**config.mk**
```make
export PLATFORM = sky130hd
export DESIGN_NAME = clkdiv_detect
export DESIGN_NICKNAME = d
export VERILOG_FILES = /design/src/rtl/clkdiv_detect.sv
export SDC_FILE = /design/constraint.sdc
export NUM_CORES = 1
export LEC_CHECK = 0
export ABC_CLOCK_PERIOD_IN_PS = 3000
export BUFFER_PORTS_ARGS = -buffer_cell sky130_fd_sc_hd__buf_4
export CAP_MARGIN = 20
export CORE_MARGIN = 2
export CORE_UTILIZATION = 45
export DETAILED_ROUTE_END_ITERATION = 8
export GPL_TIMING_DRIVEN = 0
export PLACE_DENSITY = 0.69
export SYNTH_ARGS = -nofsm -noshare
export SYNTH_HDL_FRONTEND = slang
export SYNTH_SLANG_ARGS = --single-unit
```
**constraint.sdc**
```tcl
create_clock -name clkin -period 3 [get_ports clkin]
set_input_delay 0.3 -clock clkin [delete_from_list [all_inputs] [get_ports clkin]]
set_output_delay 0.3 -clock clkin [all_outputs]
set_load 0.01 [all_outputs]
```
**src/rtl/clkdiv_detect.sv**
```systemverilog
// clkdiv_detect: edge strobes and lock detection of a div2/3/4 clock sampled on clkin.
module clkdiv_detect #(
    parameter int LOCK_COUNT = 2
) (
    input  logic       clkin,
    input  logic       rst,
    input  logic       clkdiv_in,
    output logic       rise_stb,
    output logic       fall_stb,
    output logic [1:0] ratio,
    output logic       locked,
    output logic       err
);
    typedef enum logic [1:0] {HUNT, CHECK, LOCK} state_t;

    localparam logic [1:0] LC = 2'(LOCK_COUNT);

    state_t     r_state, w_state_n;
    logic       r_in_q, r_rise, r_fall, r_err, w_err_n;
    logic [2:0] r_cnt;
    logic [1:0] r_cand, w_cand_n, r_match, w_match_n, r_ratio, w_ratio_n;
    logic       w_rise, w_fall, w_valid;
    logic [1:0] w_code, w_inc;

    assign w_rise  = clkdiv_in & ~r_in_q;
    assign w_fall  = ~clkdiv_in & r_in_q;
    assign w_valid = (r_cnt == 3'd2) || (r_cnt == 3'd3) || (r_cnt == 3'd4);
    // periods 2,3,4 map onto ratio codes 01,10,11
    assign w_code  = r_cnt[1:0] - 2'd1;
    assign w_inc   = r_match + 2'd1;

    assign rise_stb = r_rise;
    assign fall_stb = r_fall;
    assign ratio    = r_ratio;
    assign locked   = (r_state == LOCK);
    assign err      = r_err;

    always_comb begin
        w_state_n = r_state;
        w_cand_n  = r_cand;
        w_match_n = r_match;
        w_ratio_n = r_ratio;
        w_err_n   = 1'b0;
        if (w_rise) begin
            case (r_state)
                HUNT: begin
                    w_state_n = CHECK;
                    w_cand_n  = 2'd0;
                    w_match_n = 2'd0;
                end
                CHECK: begin
                    w_cand_n  = w_valid ? w_code : 2'd0;
                    w_match_n = !w_valid ? 2'd0 : (w_code == r_cand) ? w_inc : 2'd1;
                    if (w_valid && w_match_n == LC) begin
                        w_state_n = LOCK;
                        w_ratio_n = w_code;
                    end
                end
                LOCK: begin
                    if (!w_valid || w_code != r_ratio) begin
                        w_err_n   = 1'b1;
                        w_state_n = CHECK;
                        w_ratio_n = 2'd0;
                        w_cand_n  = w_valid ? w_code : 2'd0;
                        w_match_n = w_valid ? 2'd1 : 2'd0;
                        if (w_valid && LC == 2'd1) begin
                            w_state_n = LOCK;
                            w_ratio_n = w_code;
                        end
                    end
                end
                default: w_state_n = HUNT;
            endcase
        end else if (r_cnt == 3'd7 && r_state != HUNT) begin
            w_err_n   = (r_state == LOCK);
            w_state_n = HUNT;
            w_cand_n  = 2'd0;
            w_match_n = 2'd0;
            w_ratio_n = 2'd0;
        end
    end

    always_ff @(posedge clkin or posedge rst) begin
        if (rst) begin
            r_state <= HUNT;
            r_in_q  <= 1'b1;
            r_cnt   <= 3'd0;
            r_cand  <= 2'd0;
            r_match <= 2'd0;
            r_ratio <= 2'd0;
            r_rise  <= 1'b0;
            r_fall  <= 1'b0;
            r_err   <= 1'b0;
        end else begin
            r_state <= w_state_n;
            r_in_q  <= clkdiv_in;
            r_cnt   <= w_rise ? 3'd1 : (r_cnt == 3'd7) ? 3'd7 : r_cnt + 3'd1;
            r_cand  <= w_cand_n;
            r_match <= w_match_n;
            r_ratio <= w_ratio_n;
            r_rise  <= w_rise;
            r_fall  <= w_fall;
            r_err   <= w_err_n;
        end
    end
endmodule
```
# --- Word level (Yosys, flattened, before mapping) ---
# Cells that the tools add are included.
word_totals:
  output_inout_bits: 6
  regBits: 15
op_classes:
  bitwise: 4
  n_mux: 25
  reduce_logical: 12
  eq_ne: 13
  addsub: 3
op_table:
  columns: ["operator", "count"]
  rows:
  - ["two-way mux 2 bit", 14]
  - ["case mux 2 bit (3 select lines)", 3]
  - ["== test 3 x 2 -> 1 bit, second input constant", 2]
  - ["== test 3 bit, second input constant", 2]
  - ["two-way mux 3 bit", 2]
  - ["inequality test 3 x 2 -> 1 bit, second input constant", 2]
  - ["AND reduction 3 bit", 2]
  - ["two-way mux 1 bit", 5]
  - ["== test 2 bit, second input constant", 2]
  - ["inequality test 4 x 2 -> 1 bit, second input constant", 1]
  - ["case mux 2 bit (2 select lines)", 1]
  - ["AND reduction 4 bit", 1]
  - ["nonzero test 2 bit", 2]
  - ["adder 3 x 1 -> 3 bit, second input constant", 1]
  - ["logical OR 1 bit", 3]
  - ["inequality test 3 bit, second input constant", 1]
  - ["adder 2 x 1 -> 2 bit, second input constant", 1]
  - ["AND 1 bit", 2]
  - ["== test 2 x 1 -> 1 bit, second input constant", 1]
  - ["== test 2 bit", 1]
  - ["logical AND 1 bit", 2]
  - ["logical NOT 2 bit", 1]
  - ["inequality test 2 bit", 1]
  - ["inverter 1 bit", 2]
  - ["2 further kinds", 2]

# --- Longest topological paths before layout ---
logic_depth:
  depth_word: 9
  mapped_depth: 8

# --- Worst setup path before layout ---
# Ideal clock, no wire load.
synth_timing:
  path_kind: "reg-to-reg"
  from: "reg r_cnt[0]"
  to: "reg r_cand[0]"
  path_slack_ps: 1025
  path_buffers: 1
  period_less_slack_ps: 1975
  t_required_ps: 2875
  arrival_ps: 1850
  path_stages_with_launch: 8
  path_cell_list: "dfrtp_1 -> buf_6 -> inv_1 -> ha_1 -> xnor2_1 -> nor4_4 -> nor3_4 -> mux2_4"
synth_between:
  elab_chain_cells: 7
synth_rtl:
  columns: ["item", "line", "text"]
  rows:
  - ["start, declared", "20", "logic [2:0] r_cnt;"]
  - ["start signal, assigned", "97", "r_cnt <= w_rise ? 3'd1 : (r_cnt == 3'd7) ? 3'd7 : r_cnt + 3'd1;"]
  - ["== test 3 x 2 -> 1 bit", "27", "assign w_valid = (r_cnt == 3'd2) || (r_cnt == 3'd3) || (r_cnt == 3'd4);"]
  - ["logical OR 1 bit (2 in a row)", "27", null]
  - ["two-way mux 2 bit / logical NOT 1 bit (equally long branches)", "52, 64, 60", null]
  - ["two-way mux 2 bit / logical OR 1 bit (equally long branches)", "60", "if (!w_valid || w_code != r_ratio) begin"]
  - ["case mux 2 bit (3 select lines) / inequality test 3 x 2 -> 1 bit (equally long branches)", null, null]
  - ["two-way mux 2 bit / AND reduction 3 bit (equally long branches)", null, null]
  - ["end signal, assigned", "98", "r_cand <= w_cand_n;"]
  - ["end, declared", "21", "logic [1:0] r_cand, w_cand_n, r_match, w_match_n, r_ratio, w_ratio_n;"]
# Parallel ways exist; a longest one is shown, timed or not. The select of a mux whose other input is x is not followed.
# A chain may end at the register's enable or synchronous reset.

# --- Worst setup path after layout ---
layout_timing:
  from: "reg r_cnt[0]"
  to: "reg r_cand[1]"
# The elaborated chain is that of the path after synthesis.

==> reports/results.tsv <==
metric	value	unit
end_kind	register	
cts_sinks	15	
hpwl	1.09	mm
drive_above_1_share	0.250	
cts-resized-gates	0	
status	complete, no violations	
tns	0	ns
clock_latency	0.29	ns
p_per_area	797	nW/um2
gp_congestion	0.748	
worstSetupStartpointType	register	
synth_top_cell_area_share	0.396	
finClkSkew	0.00166	ns
cts_root_buf	clkbuf_4	
grt_pass1_wl	2.64	mm
path_clk_slew	0.09	ns
synth_common_cells	dfrtp_1, nor2_1, inv_1, ha_1, nand2_1	
setup.worst_path.class	reg -> reg	
port_buffers	8	
fmax	469	MHz
synth-edff-count	0	
avgSynthCellArea	11.1	um2
antenna_found_initial	0	
drtAntennaViolNets	0	
dieArea	2340	um2
drt-total-wl	1.45	mm
drt_iter0_markers	9	
cts_max_path_buffers	2	
die_w	48.3	um
syn_nets	89	
layout.nets	102	
grt_use_total	0.148	
ys.flop_type	dfrtp_1	
setup_violations	0	
first_pass_iters	4	
finalMaxSlewViolations	0	
hold_viol	0	
die_h	48.3	um
seq_area_frac_synth	0.426	
synth.distinct_cells	32	
rsz0062_at_grt	false	
post-cts-setup-buffers	0	
wire_per_inst	12.2	um
yosysWarnings	0	
holdBufCountCts	0	
area_growth	13.7	%
grt_max_degree	16	
yosys-top-cells-area	dfrtp_1, ha_1, mux2_4	
antenna_cells	0	
grt_pass1_vias	643	
drc	0	
vias	619	
tightest_slew	0.554	ns
postSynth.asyncResetShare	1.00	
routed_via_density	5.20	
cts_buffers	3	
crit_arrival	2.32	ns
crit_required	3.19	ns
period_share	0.711	
fillCellCount	175	
syn_area	885	um2
cp_max_fo	6	
grt-ovfl-total	0	
fin_hold_ws	0.0488	ns
synth_seq_cells	15	
slew_headroom	0.631	
syn_inst	80	
hp-class	in -> async	
synthMostInstantiatedCell	dfrtp_1	
p_leak	0.000468	uW
rows	16	
timing.final.crit_period	2.13	ns
core-area	1900	um2
drv_cap	0	
cts_tree	yes	
htreeDepth	1	
synth_top_area_cell	dfrtp_1	
vdd_drop_max	0.000383	V
io_pins	9	
start_util	0.465	
## kinds of logic (layout without fill, tap and decap cells)
| group | count (synthesis) | count (layout) | share of synthesized area |
|---|---|---|---|
| DFF | 15 | 15 | 0.426 |
| xor gates and xnor gates | 4 | 4 | 0.0396 |
| and+or+nand+nor | 31 | 31 | 0.242 |
| muxes | 5 | 5 | 0.0750 |
| AOI/OAI and AO/OA | 11 | 11 | 0.0905 |
| buffers and inverters | 8 | 20 | 0.0424 |
| adders and majority gates | 6 | 6 | 0.0849 |
## cell usage in the layout (no fill, tap or decap), types with 2 or more instances in the layout
cell type,netlist,layout
dfrtp_1,14,14
nor2_1,10,10
buf_4,0,8
inv_1,7,7
ha_1,6,6
nand2_1,4,4
nand3_1,3,3
mux2_4,3,3
a21oi_1,3,3
clkbuf_4,0,3
xnor2_1,2,2
nand3b_1,2,2
nor4_1,2,2
xor2_1,2,2
o2bb2ai_1,2,2
o21ai_0,2,2
## power by group
part           internal, uW  switching [uW]  leakage [uW]  total [uW]
combinational           166             231      0.000256         397
clock                  49.7            69.4     0.0000177         119
sequential              246            39.8      0.000194         286
total                   462             340      0.000468         802
## routing by layer
metal	global-route usage	up-vias	share of wire
met5	0	-	0
met4	0.100	0	0.033
met3	0.0309	5	0.039
met2	0.227	11	0.43
met1	0.188	303	0.49
li1	-	300	-
## layout make-up
type / count / area (um2) / area share
buffer: 1 / 11.3 / 0.0112
clock buffer: 3 / 22.5 / 0.0224
clock inverter: 1 / 5.00 / 0.00498
inverter: 7 / 26.3 / 0.0261
multi-input combinational: 57 / 470 / 0.468
sequential: 15 / 377 / 0.374
tap: 27 / 33.8 / 0.0336
timing repair buffer: 8 / 60.1 / 0.0597
## path summary, 6_finish.rpt
kind | startpoint | to | slack (ns) | cells past startpoint
worst max-delay path | r_cnt[0] | r_cand[1] | 0.87 | 7
worst min-delay path | rst | rise_stb | 0.05 | 2
worst max register to register | r_cnt[0] | r_cand[1] | 0.87 | 7
worst min register to register | r_cand[0] | r_cand[0] | 0.54 | 1
max in group asynchronous | rst | r_in_q | 2.58 | 2
min in group clkin | clkdiv_in | r_in_q | 0.13 | 1
## metrics by stage
stage                     setup WS, ns  instance area, um2  power (uW)  cells  utilization
after floorplan                   1.03                 885         600     80            -
after global placement           0.882                 978         681    115        0.514
after detailed placement         0.876                 978         687    115        0.514
after CTS                        0.851                1010         810    119        0.529
after global routing             0.714                1010         875    119        0.529
final                            0.868                1010         802    119        0.529
## worst max-delay path, stage by stage, from the launching register on
cell	delay (ns)
dfrtp_1	0.37
buf_6	0.13
inv_1	0.04
ha_1	0.36
xnor2_1	0.33
nor4_4	0.10
nor3_4	0.35
mux2_4	0.33
## flip-flops by register name, indices dropped and copies added, names as in the netlist
| signal | flops |
|---|---|
| err | 1 |
| fall_stb | 1 |
| rise_stb | 1 |
| ratio | 2 |
| r_in_q | 1 |
| r_state | 2 |
| r_match | 2 |
| r_cnt | 3 |
| r_cand | 2 |
No activity file was read; power rests on OpenSTA's default activity.
